<file path="src/rtl/kmac_ss_digest_seq.sv">
// ---------------------------------------------------------------------------
// kmac_ss_digest_seq
//
// Streams the Keccak state out as 32-bit digest words for hardware consumers
// (for example the lifecycle token-hash path) instead of the software read
// window. A word index steps through the 1600-bit state. All shares are
// XOR-unmasked, an optional byte swap is applied, and each word is presented
// on a valid/ready handshake. While a sequence runs, the software state-read
// window is blocked so that both paths never observe the state concurrently.
//
// Ports
//   clk_i          : clock
//   rst_ni         : asynchronous active-low reset
//   start_i        : request a readout; honoured only while idle
//   len_i          : number of words to stream, legal 1..NumWords
//   state_valid_i  : Keccak state holds a completed digest
//   state_i        : state shares (unpacked array, one entry per share)
//   endian_swap_i  : byte-reverse each output word
//   clear_i        : synchronous abort/flush, highest priority
//   word_o         : unmasked digest word
//   word_valid_o   : word_o valid
//   word_ready_i   : consumer accepts word_o
//   last_o         : current word is the final one (qualified by valid)
//   busy_o         : sequence in progress
//   sw_rd_block_o  : blocks the software state-read window (equals busy_o)
//   done_o         : one-cycle pulse after the final handshake
//   err_o          : one-cycle pulse on rejected start or loss of state
// ---------------------------------------------------------------------------
module kmac_ss_digest_seq #(
    parameter int unsigned StateW    = 1600,
    parameter bit          EnMasking = 1'b0,
    localparam int unsigned Share    = EnMasking ? 32'd2 : 32'd1,
    localparam int unsigned NumWords = StateW / 32'd32,
    localparam int unsigned LenW     = $clog2(NumWords + 32'd1)
) (
    input  logic              clk_i,
    input  logic              rst_ni,
    input  logic              start_i,
    input  logic [LenW-1:0]   len_i,
    input  logic              state_valid_i,
    input  logic [StateW-1:0] state_i [Share],
    input  logic              endian_swap_i,
    input  logic              clear_i,
    output logic [31:0]       word_o,
    output logic              word_valid_o,
    input  logic              word_ready_i,
    output logic              last_o,
    output logic              busy_o,
    output logic              sw_rd_block_o,
    output logic              done_o,
    output logic              err_o
);

    typedef enum logic [1:0] {
        StIdle  = 2'd0,
        StFetch = 2'd1,
        StOut   = 2'd2,
        StDone  = 2'd3
    } state_e;

    state_e            state_q;
    logic [LenW-1:0]   idx_q;
    logic [LenW-1:0]   len_q;
    logic              swap_q;
    logic [31:0]       word_q;
    logic              valid_q;
    logic              last_q;
    logic              done_q;
    logic              err_q;

    logic [31:0]       sel_word_s;
    logic              len_ok_s;
    logic              idx_last_s;

    // Byte-reverse a word when enabled: result byte order {b0,b1,b2,b3}.
    function automatic logic [31:0] byte_swap(input logic [31:0] w, input logic en);
        logic [31:0] r;
        if (en) begin
            r = {w[7:0], w[15:8], w[23:16], w[31:24]};
        end else begin
            r = w;
        end
        return r;
    endfunction

    // Unmask the word selected by idx_q: XOR of the same 32-bit slice of every
    // share. The compare-per-word form keeps every part-select in range, so an
    // index can never address bits beyond the state.
    always_comb begin
        sel_word_s = 32'h0000_0000;
        for (int unsigned s = 0; s < Share; s++) begin
            for (int unsigned w = 0; w < NumWords; w++) begin
                sel_word_s = sel_word_s ^
                    ((idx_q == LenW'(w)) ? state_i[s][32*w +: 32] : 32'h0000_0000);
            end
        end
    end

    // Start legality and end-of-sequence decode.
    always_comb begin
        len_ok_s   = (len_i != {LenW{1'b0}}) && (len_i <= LenW'(NumWords));
        idx_last_s = (idx_q == (len_q - {{(LenW-1){1'b0}}, 1'b1}));
    end

    // Sequencer FSM with registered outputs. clear_i outranks everything,
    // loss of state_valid_i outranks a handshake in the same cycle.
    always_ff @(posedge clk_i or negedge rst_ni) begin
        if (!rst_ni) begin
            state_q <= StIdle;
            idx_q   <= {LenW{1'b0}};
            len_q   <= {LenW{1'b0}};
            swap_q  <= 1'b0;
            word_q  <= 32'h0000_0000;
            valid_q <= 1'b0;
            last_q  <= 1'b0;
            done_q  <= 1'b0;
            err_q   <= 1'b0;
        end else begin
            done_q <= 1'b0;
            err_q  <= 1'b0;
            if (clear_i) begin
                state_q <= StIdle;
                idx_q   <= {LenW{1'b0}};
                valid_q <= 1'b0;
                last_q  <= 1'b0;
            end else begin
                case (state_q)
                    StIdle: begin
                        if (start_i) begin
                            if (len_ok_s && state_valid_i) begin
                                len_q   <= len_i;
                                swap_q  <= endian_swap_i;
                                idx_q   <= {LenW{1'b0}};
                                state_q <= StFetch;
                            end else begin
                                err_q <= 1'b1;
                            end
                        end
                    end
                    StFetch: begin
                        if (!state_valid_i) begin
                            err_q   <= 1'b1;
                            idx_q   <= {LenW{1'b0}};
                            state_q <= StIdle;
                        end else begin
                            word_q  <= byte_swap(sel_word_s, swap_q);
                            last_q  <= idx_last_s;
                            valid_q <= 1'b1;
                            state_q <= StOut;
                        end
                    end
                    StOut: begin
                        if (!state_valid_i) begin
                            err_q   <= 1'b1;
                            valid_q <= 1'b0;
                            last_q  <= 1'b0;
                            idx_q   <= {LenW{1'b0}};
                            state_q <= StIdle;
                        end else if (valid_q && word_ready_i) begin
                            valid_q <= 1'b0;
                            last_q  <= 1'b0;
                            if (last_q) begin
                                done_q  <= 1'b1;
                                state_q <= StDone;
                            end else begin
                                idx_q   <= idx_q + {{(LenW-1){1'b0}}, 1'b1};
                                state_q <= StFetch;
                            end
                        end
                    end
                    StDone: begin
                        idx_q   <= {LenW{1'b0}};
                        state_q <= StIdle;
                    end
                    default: begin
                        idx_q   <= {LenW{1'b0}};
                        valid_q <= 1'b0;
                        last_q  <= 1'b0;
                        state_q <= StIdle;
                    end
                endcase
            end
        end
    end

    assign word_o        = word_q;
    assign word_valid_o  = valid_q;
    assign last_o        = last_q;
    assign busy_o        = (state_q != StIdle);
    assign sw_rd_block_o = (state_q != StIdle);
    assign done_o        = done_q;
    assign err_o         = err_q;

endmodule

</file>
<file path="config.mk">
export PLATFORM = sky130hd
export DESIGN_NAME = kmac_ss_digest_seq
export DESIGN_NICKNAME = d
export VERILOG_FILES = /design/src/rtl/kmac_ss_digest_seq.sv
export SDC_FILE = /design/constraint.sdc
export NUM_CORES = 1
export LEC_CHECK = 0
export ABC_AREA = 1
export CAP_MARGIN = 5
export CELL_PAD_IN_SITES_DETAIL_PLACEMENT = 1
export CELL_PAD_IN_SITES_GLOBAL_PLACEMENT = 2
export CORE_AREA = 2 2 650 652
export DETAILED_ROUTE_END_ITERATION = 8
export DIE_AREA = 0 0 652 654
export DONT_BUFFER_PORTS = 1
export PLACE_DENSITY = 0.37
export SLEW_MARGIN = 30
export SYNTH_ARGS = -nofsm -noshare
export SYNTH_HDL_FRONTEND = slang
export SYNTH_SLANG_ARGS = --single-unit
</file>
<file path="constraint.sdc">
create_clock -name clk_i -period 6.95 [get_ports clk_i]
set_input_delay 1.39 -clock clk_i [delete_from_list [all_inputs] [get_ports clk_i]]
set_output_delay 1.39 -clock clk_i [all_outputs]
set_load 0.1 [all_outputs]
</file>
Word level (Yosys, flattened, before mapping)
Cells that the tools add are included.
Storage, ports and cells
  bits of input ports: 1613
  word-level logic and storage cells: 220
  output and inout bits: 38
  bits in registers: 51
Cells by class
  add/sub/neg operators: 2
  magnitude comparators: 1
  bitwise gates (word level): 50
  reductions and logical operators: 14
  equal/unequal tests: 59
  mux-type cells: 85
Operator list (count)
  32-bit 2-to-1 mux: 51
  32-bit bitwise XOR: 49
  6-bit == test (second input constant): 18
  6-bit by 5-bit == test with 1-bit output (second input constant): 16
  6-bit by 4-bit == test with 1-bit output (second input constant): 8
  6-bit 2-to-1 mux: 7
  6-bit by 3-bit == test with 1-bit output (second input constant): 4
  6-bit case mux with 4 select lines: 1
  1-bit 2-to-1 mux: 15
  2-bit 2-to-1 mux: 7
  6-bit by 2-bit == test with 1-bit output (second input constant): 2
  3-bit inequality test (second input constant): 4
  3-bit AND reduction: 3
  4-bit inequality test (second input constant): 2
  2-bit case mux with 4 select lines: 1
  6-bit by 1-bit adder with 6-bit output (second input constant): 1
  6-bit by 1-bit == test with 1-bit output (second input constant): 1
  6-bit == test: 1
  6-bit less-or-equal comparator (second input constant): 1
  6-bit logical NOT: 1
  1-bit case mux with 2 select lines: 3
  6-bit nonzero test: 1
  6-bit by 1-bit subtractor with 6-bit output (second input constant): 1
  5-bit AND reduction: 1
  other kinds (9): 12

Logic depth before layout (Yosys ltp)
Gate-level depths: netlist of the first run.
  word-level depth: 52
  mapped depth: 24
  gate-level depth less buffers: 23

Least setup slack after synthesis of the first run
No wires, ideal clock.
  path type: flip-flop to output port
  start: reg state_q[0]
  end: out sw_rd_block_o
  buffers on the path: 1
  slack: 3870 ps
  data arrival time: 1690 ps
  data required time: 5560 ps
  stages on the path, launching flop included: 5
  cell sequence: dfrtp_1 -> inv_1 -> ha_1 -> inv_1 -> buf_4
On the way
  cells in the longest elaborated chain, start to end: 1
Ends and longest elaborated chain
  start: declaration: RTL line 61  | state_e state_q;
  start signal: assignment: RTL line 109  | state_q <= StIdle;
  start signal: assignment: RTL line 122  | state_q <= StIdle;
  start signal: assignment: RTL line 134  | state_q <= StFetch;
  2-bit nonzero test
  end: declaration: RTL line 49  | output logic sw_rd_block_o,
No other way between the ends.

Worst setup path after layout of the first run
  start: reg idx_q[3]
  end: reg word_q[31] (netlist: word_o[31])
On the way
  cells in the longest elaborated chain, start to end: 52
  elaborated cells between the ends (all ways): 150
  classes of those cells: eq/ne: 49; mux: 51; bitwise: 49; reduce/logical: 1
Ends and longest elaborated chain
  start: declaration: RTL line 62  | logic [LenW-1:0] idx_q;
  start signal: assignment: RTL line 110  | idx_q <= {LenW{1'b0}};
  start signal: assignment: RTL line 123  | idx_q <= {LenW{1'b0}};
  start signal: assignment: RTL line 133  | idx_q <= {LenW{1'b0}};
  6-bit by 1-bit == test with 1-bit output or 6-bit logical NOT (tied branches): RTL line 94  | ((idx_q == LenW'(w)) ? state_i[s][32*w +: 32] : 32'h0000_0000);
  32-bit 2-to-1 mux: RTL line 94
  32-bit bitwise XOR (48 in series): RTL line 93  | sel_word_s = sel_word_s ^
  32-bit bitwise XOR *: RTL line 93
  32-bit 2-to-1 mux *: RTL line 78  | if (en) begin
  end signal: assignment: RTL line 146  | word_q <= byte_swap(sel_word_s, swap_q);
  end: declaration: RTL line 65  | logic [31:0] word_q;
Mark *: on every way between the ends. The rest lies on a longest branch, timed or not.
A chain may end at the register's enable or synchronous reset.

==> results_dict.tcl, run 1 <==
set metrics [dict create \
    outcome "complete, no violations" \
    start_util 0.06052 \
    cap_violations 0 \
    powerDensity_nw_per_um2 76.35 \
    worst_pin_slew_ps 1032 \
    period_share 0.8123 \
    cp_max_fo 19 \
    ys_warn_count 0 \
    p_leak_uw 0.01494 \
    synth_nets 7027 \
    die_h_um 654 \
    clkLatencyLatePin_ps 350 \
    final_net_count 7062 \
    layout_commonest_cell "nand2_1" \
    endpoint_kind "register" \
    drc 0 \
    die_w_um 652 \
    worst_ep_arrival_time_ps 5870 \
    hold-path-cell-count 2 \
    core_sq_um 419300 \
    whs_endpoint "len_q[1]$_DFFE_PN0P_" \
    ant_nets 0 \
    drtPass1Iterations 7 \
    clockRootBuffer "clkbuf_16" \
    vias_per_cell 3.299 \
    hp-class "reg2reg" \
    fin_setup_tns_ps 0 \
    synth_flop_cell "dfrtp_1" \
    cts_sinks 51 \
    yosysSeqAreaShare 0.05029 \
    first_iter_violations 2234 \
    post_cts_buffers 0 \
    r2r_cells 16 \
    synth_xor_area_frac 0.1432 \
    period_minus_slack_ps 5645 \
    antenna_found_initial 234 \
    netlist_instances 5404 \
    synth_edf_count 0 \
    hold_violations 0 \
    synth_compound_area_frac 0.04359 \
    rr_startpoint "idx_q[3]$_DFFE_PN0P_" \
    ys_seq_elements 51 \
    finalMaxSlewViolations 0 \
    dp_hpwl_um 389200 \
    grt_usage 0.1896 \
    fin_skew_ps 17.92 \
    slew_headroom 0.3104 \
    cts.clk_slew.worst_paths_ps 100 \
    vias 36360 \
    finalSetupViolCount 0 \
    io_pins 1651 \
    grt_pass1_wl_um 499200 \
    worst-r2r-setup-slack_ps 1300 \
    mostFrequentLayoutCells "nand2_1 (2687), inv_1 (717), nand3_1 (562)" \
    ctsResizeCount 0 \
    rows 238 \
    ir_drop_v 0.0001077 \
    synth-simple-area-share 0.6158 \
    cts_tree "built" \
    cts_buffers 5 \
    postSynthAreaPerCell_sq_um 4.696 \
    drive_above_1_share 0.06121 \
    asyncSetResetFlopFracSynth 1.000 \
    required_ps 7170 \
    grt_pass1_vias 36890 \
    rsz0062_at_grt "false" \
    cts_max_path_buffers 2 \
    area_growth_pct 33.85 \
    overflow 0 \
    wl_um 421000 \
    power.total_uw 2593 \
    yosysUniqueCellTypes 45 \
    synth_fa_ha_area_frac 0.004930 \
    port_buffers 0 \
    critPathLaunchType "register" \
    max_freq_ghz 0.1771 \
    hold_start "len_q[1]$_DFFE_PN0P_" \
    dieArea_sq_um 426400 \
    synth_top_family_by_area "simple AND/OR/NAND/NOR gates" \
    ctsHtreeMaxLevel 2 \
    gp_congestion 0.8923 \
    wl_per_cell_um 38.19 \
    hold_buffers 0 \
    syn_area_sq_um 25380 \
    r2r-end "word_o[31]$_DFFE_PN0P_" \
    critPathKind "reg2reg" \
    grt_max_degree 52 \
    synthMuxAreaShare 0 \
]
## cell type report
type	count	area [sq um]
fillers	51710	385300
multi-input cells	4442	20990
well taps	5520	6907
inverters	728	2733
repair buffers	211	1744
flip-flops and latches	51	1285
diodes	63	157.7
clock buffers	5	125.1
clock inverters	3	26.28
## state kept, by name, indices dropped and copies added (netlist names)
signal,cells
done_o,1
state_q,2
err_o,1
idx_q,6
len_q,6
swap_q,1
last_o,1
word_valid_o,1
word_o,32
## routing by layer
metal	global-route usage	part of all wire	vias to the layer above
met4	0.02603	0.018	86
met3	0.04197	0.062	356
li1	-	-	16560
met1	0.2255	0.41	17880
met5	0	0.0014	-
met2	0.3514	0.51	1482
## cells in the mapped netlist (3+ instances only)
master,n,area share
or2_2,13,0.0032
buf_4,11,0.0033
o22ai_1,8,0.0020
a22o_1,22,0.0076
nand2_1,2687,0.40
o21bai_1,5,0.0015
dfrtp_1,51,0.050
clkbuf_1,48,0.0071
nand3_1,567,0.11
nor3_1,23,0.0045
ha_1,10,0.0049
buf_1,7,0.0010
inv_2,3,0.00044
nand4_1,89,0.022
clkinv_1,3,0.00044
xor2_1,238,0.082
a21oi_1,38,0.0075
xnor2_1,177,0.061
buf_2,117,0.023
nor2_4,3,0.0013
o21ai_0,89,0.018
nor2_2,17,0.0042
inv_1,722,0.11
a22oi_1,11,0.0033
nand3b_1,41,0.012
o211ai_1,5,0.0015
nor2_1,375,0.055
nand2_2,3,0.00074
## critical path, stage by stage, from the launching register on
cell,delay [ps]
dfrtp_1,620
nor2_4,570
nand2_1,350
nor2_4,730
buf_4,500
nand2_1,220
xor2_4,550
nand3b_1,180
nand2_1,50
nand2_1,380
nor2_1,80
nor2_1,450
nand3_1,140
nand2_1,350
nand2_1,90
nand3_1,100
nand2_1,60
## cell families (layout without fill, tap and decap cells)
| group | Yosys count | in the layout |
|---|---|---|
| flops | 51 | 51 |
| compound gates | 188 | 188 |
| fa+ha+maj | 10 | 10 |
| other cells | 0 | 63 |
| simple gates | 3829 | 3829 |
| xor+xnor | 415 | 415 |
| buf+inv | 911 | 947 |
## how the worst max path moves through the flow
stage                                start                      to  slack, ps  cells past startpoint
CTS                   idx_q[3]$_DFFE_PN0P_  word_o[31]$_DFFE_PN0P_       1070                     16
floorplan           state_q[0]$_DFFE_PN0P_           sw_rd_block_o       3870                      4
global placement      idx_q[3]$_DFFE_PN0P_  word_o[31]$_DFFE_PN0P_        350                     16
global route          idx_q[3]$_DFFE_PN0P_  word_o[31]$_DFFE_PN0P_        970                     18
detailed placement    idx_q[3]$_DFFE_PN0P_  word_o[31]$_DFFE_PN0P_       1100                     16
finish                idx_q[3]$_DFFE_PN0P_  word_o[31]$_DFFE_PN0P_       1300                     16
## where the power goes
part	leakage (uW)	switching, uW	internal (uW)
combinational	0.0142	1330	261
sequential	0.000633	280	410
clock	0.0000752	169	139
total	0.0149	1780	810
## per-stage QoR
stage / hold WS, ps / instance area, sq um / utilization / instances / setup WS, ps
6_report: 507.9 / 33970 / 0.08101 / 11020 / 1305
5_1_grt: 591.7 / 33860 / 0.08077 / 10980 / 973.8
4_1_cts: 517.3 / 33810 / 0.08063 / 10960 / 1074
3_5_place_dp: 493.3 / 33660 / 0.08027 / 10950 / 1096
3_3_place_gp: 487.8 / 33460 / 0.07981 / 10950 / 349.8
2_1_floorplan: 453.0 / 25380 / - / 5404 / 3870
Power figures use the tool's default switching activity.
==> run 2: changes to the inputs <==
- CORE_AREA: 2 2 650 652 -> 2 2 639 641
- DIE_AREA: 0 0 652 654 -> 0 0 641 643
- PLACE_DENSITY: 0.37 -> 0.38
- clock period: 6.95 -> 4.8 ns (I/O delays scaled with it)
==> run 2 against run 1 <==
  * Cell count rose by 0.21%
  * Combinational power rose by 46%
  * Clock-buffer cell count rose by 1
  * Non-clock buffer count rose by 112
  * Routed wire length fell by 2.4%
  * Die area fell by 3.3%
  * Critical path type unchanged
  * Largest cell class unchanged
  * Largest power group unchanged
==> results_dict.tcl, run 2 (synthesis gave the netlist of run 1 again) <==
set metrics [dict create \
    cp_max_fo 6 \
    drtPass1Iterations 5 \
    ctsHtreeMaxLevel 2 \
    max_freq_ghz 0.2189 \
    cts_max_path_buffers 2 \
    fin_setup_tns_ps 0 \
    hp-class "in2async" \
    antenna_found_initial 234 \
    cts_buffers 5 \
    crit_end "word_o[1]$_DFFE_PN0P_" \
    clkPwrFrac 0.144 \
    r2r-end "word_o[1]$_DFFE_PN0P_" \
    holdWs_ps 324.6 \
    ir_drop_v 0.0002192 \
    hold_violations 0 \
    rr_startpoint "idx_q[0]$_DFFE_PN0P_" \
    critPathKind "reg2reg" \
    worst-r2r-setup-slack_ps 230 \
    power_switching_uw 2626 \
    port_buffers 0 \
    dp_hpwl_um 378800 \
    cts_tree "built" \
    cts.clk_slew.worst_paths_ps 110 \
    slew_headroom 0.2702 \
    power.total_uw 3908 \
    path_delay_family "simple AND/OR/NAND/NOR gates" \
    io_pins 1651 \
    required_ps 5060 \
    start_util 0.06263 \
    clockRootBuffer "clkbuf_16" \
    max_stage_delay_ps 440 \
    finalSetupViolCount 0 \
    drc 0 \
    path_buf_inv 6 \
    core_sq_um 405200 \
    period_minus_slack_ps 4569 \
    cellInternalPower_uw 1282 \
    layout_commonest_cell "nand2_1" \
    grt_usage 0.1914 \
    grt_max_degree 52 \
    worst_ep_arrival_time_ps 4830 \
    fin_ws_ps 231.0 \
    grt_pass1_wl_um 486400 \
    wl_um 410800 \
    outcome "complete, no violations" \
    cap_violations 0 \
    period_share 0.9519 \
    die_w_um 641 \
    timing.critical_path.from "idx_q[0]$_DFFE_PN0P_" \
    rows 234 \
    fin_skew_ps 27.55 \
    grt_pass1_vias 36540 \
    swShare 0.6719 \
    vias_per_cell 3.294 \
    r2r_cells 19 \
    critical_path_depth 19 \
    overflow 0 \
    dp_slack_ps -180.3 \
    powerDensity_nw_per_um2 111.3 \
    rsz0062_at_grt "false" \
    die_h_um 643 \
    final_net_count 7174 \
    post-route-util 0.08668 \
    mostFrequentLayoutCells "nand2_1 (2683), inv_1 (717), nand3_1 (558)" \
    endpoint_kind "register" \
    critPathLaunchType "register" \
    gp_congestion 0.8837 \
    dieArea_sq_um 412200 \
    drive_above_1_share 0.08087 \
    p_seq_frac 0.261 \
    worst_pin_slew_ps 1083 \
    cts_sinks 51 \
    ant_nets 0 \
    vias 36390 \
    clkLatencyLatePin_ps 370 \
    critPathSlowestCell "dfrtp_1" \
    largest_register_ff_count 32 \
    p_leak_uw 0.01559 \
    area_growth_pct 38.41 \
    first_iter_violations 2391 \
    crit_chain "inv_1 > ha_1 > buf_4 > nand3_1 > nor2_4 > buf_12 > buf_4 > nand2_1 > xor2_1 > nor3_2 > buf_4 > nand3_1 > xnor2_1 > buf_4 > nand3_1 > nand2_1 > nand3_1 > nand2_1 > nand2_1" \
    combPwrFrac 0.596 \
    finalMaxSlewViolations 0 \
    wl_per_cell_um 37.19 \
]
==> run 2: metal layers <==
metal / vias up / share of wire / wire length, um / GRT usage
met5: - / 0.0015 / 598 / 0
met4: 86 / 0.014 / 5597 / 0.02346
met3: 358 / 0.056 / 23200 / 0.03937
met2: 1454 / 0.52 / 211600 / 0.3566
met1: 17690 / 0.41 / 169800 / 0.2282
li1: 16800 / - / - / -
==> run 2: how the worst min path moves through the flow <==
stage	from	endpoint	slack (ps)	depth (start not counted)
after floorplan	len_q[1]$_DFFE_PN0P_	len_q[1]$_DFFE_PN0P_	450	2
after global placement	len_q[1]$_DFFE_PN0P_	len_q[1]$_DFFE_PN0P_	490	2
after detailed placement	len_q[1]$_DFFE_PN0P_	len_q[1]$_DFFE_PN0P_	510	2
after CTS	rst_ni	word_o[24]$_DFFE_PN0P_	270	0
after global routing	rst_ni	done_o$_DFF_PN0_	290	0
final	rst_ni	word_o[9]$_DFFE_PN0P_	320	0
==> run 2: metrics by stage <==
step                      cell area, sq um  std cells
after floorplan                      25380       5404
after global placement               34340      10950
after detailed placement             34410      10950
after CTS                            34770      10970
after global routing                 35020      11000
final                                35120      11050
==> run 2: what timing repair did <==
item,CTS,global route
hold buffers,0,0
gates resized for setup,4,15
setup endpoints to repair,11,28
pin swaps,5,6
gates cloned,0,0
buffers inserted,14,11
==> run 2: cell type report <==
| cell class | count | area (sq um) |
|---|---|---|
| flip-flops and latches | 51 | 1286 |
| well taps | 5428 | 6792 |
| multi-input cells | 4442 | 20980 |
| inverters | 728 | 2738 |
| clock inverters | 2 | 60.06 |
| diodes | 66 | 165.2 |
| fillers | 50240 | 370100 |
| clock buffers | 6 | 128.9 |
| repair buffers | 323 | 2970 |
==> run 2: power by group through the flow <==
stage | logic, uW | registers [uW] | clock network [uW]
3_5_place_dp | 2440 | 1050 | 0
6_report | 2330 | 1020 | 562
4_1_cts | 2450 | 1040 | 597
2_1_floorplan | 563 | 1730 | 0
3_3_place_gp | 2450 | 1050 | 0
5_1_grt | 2530 | 1060 | 593
==> run 3: changes to the inputs <==
- CAP_MARGIN: 5 -> 20
==> results of run 3 <==
Final layout, timing and power as in run 2 (identical DEF).
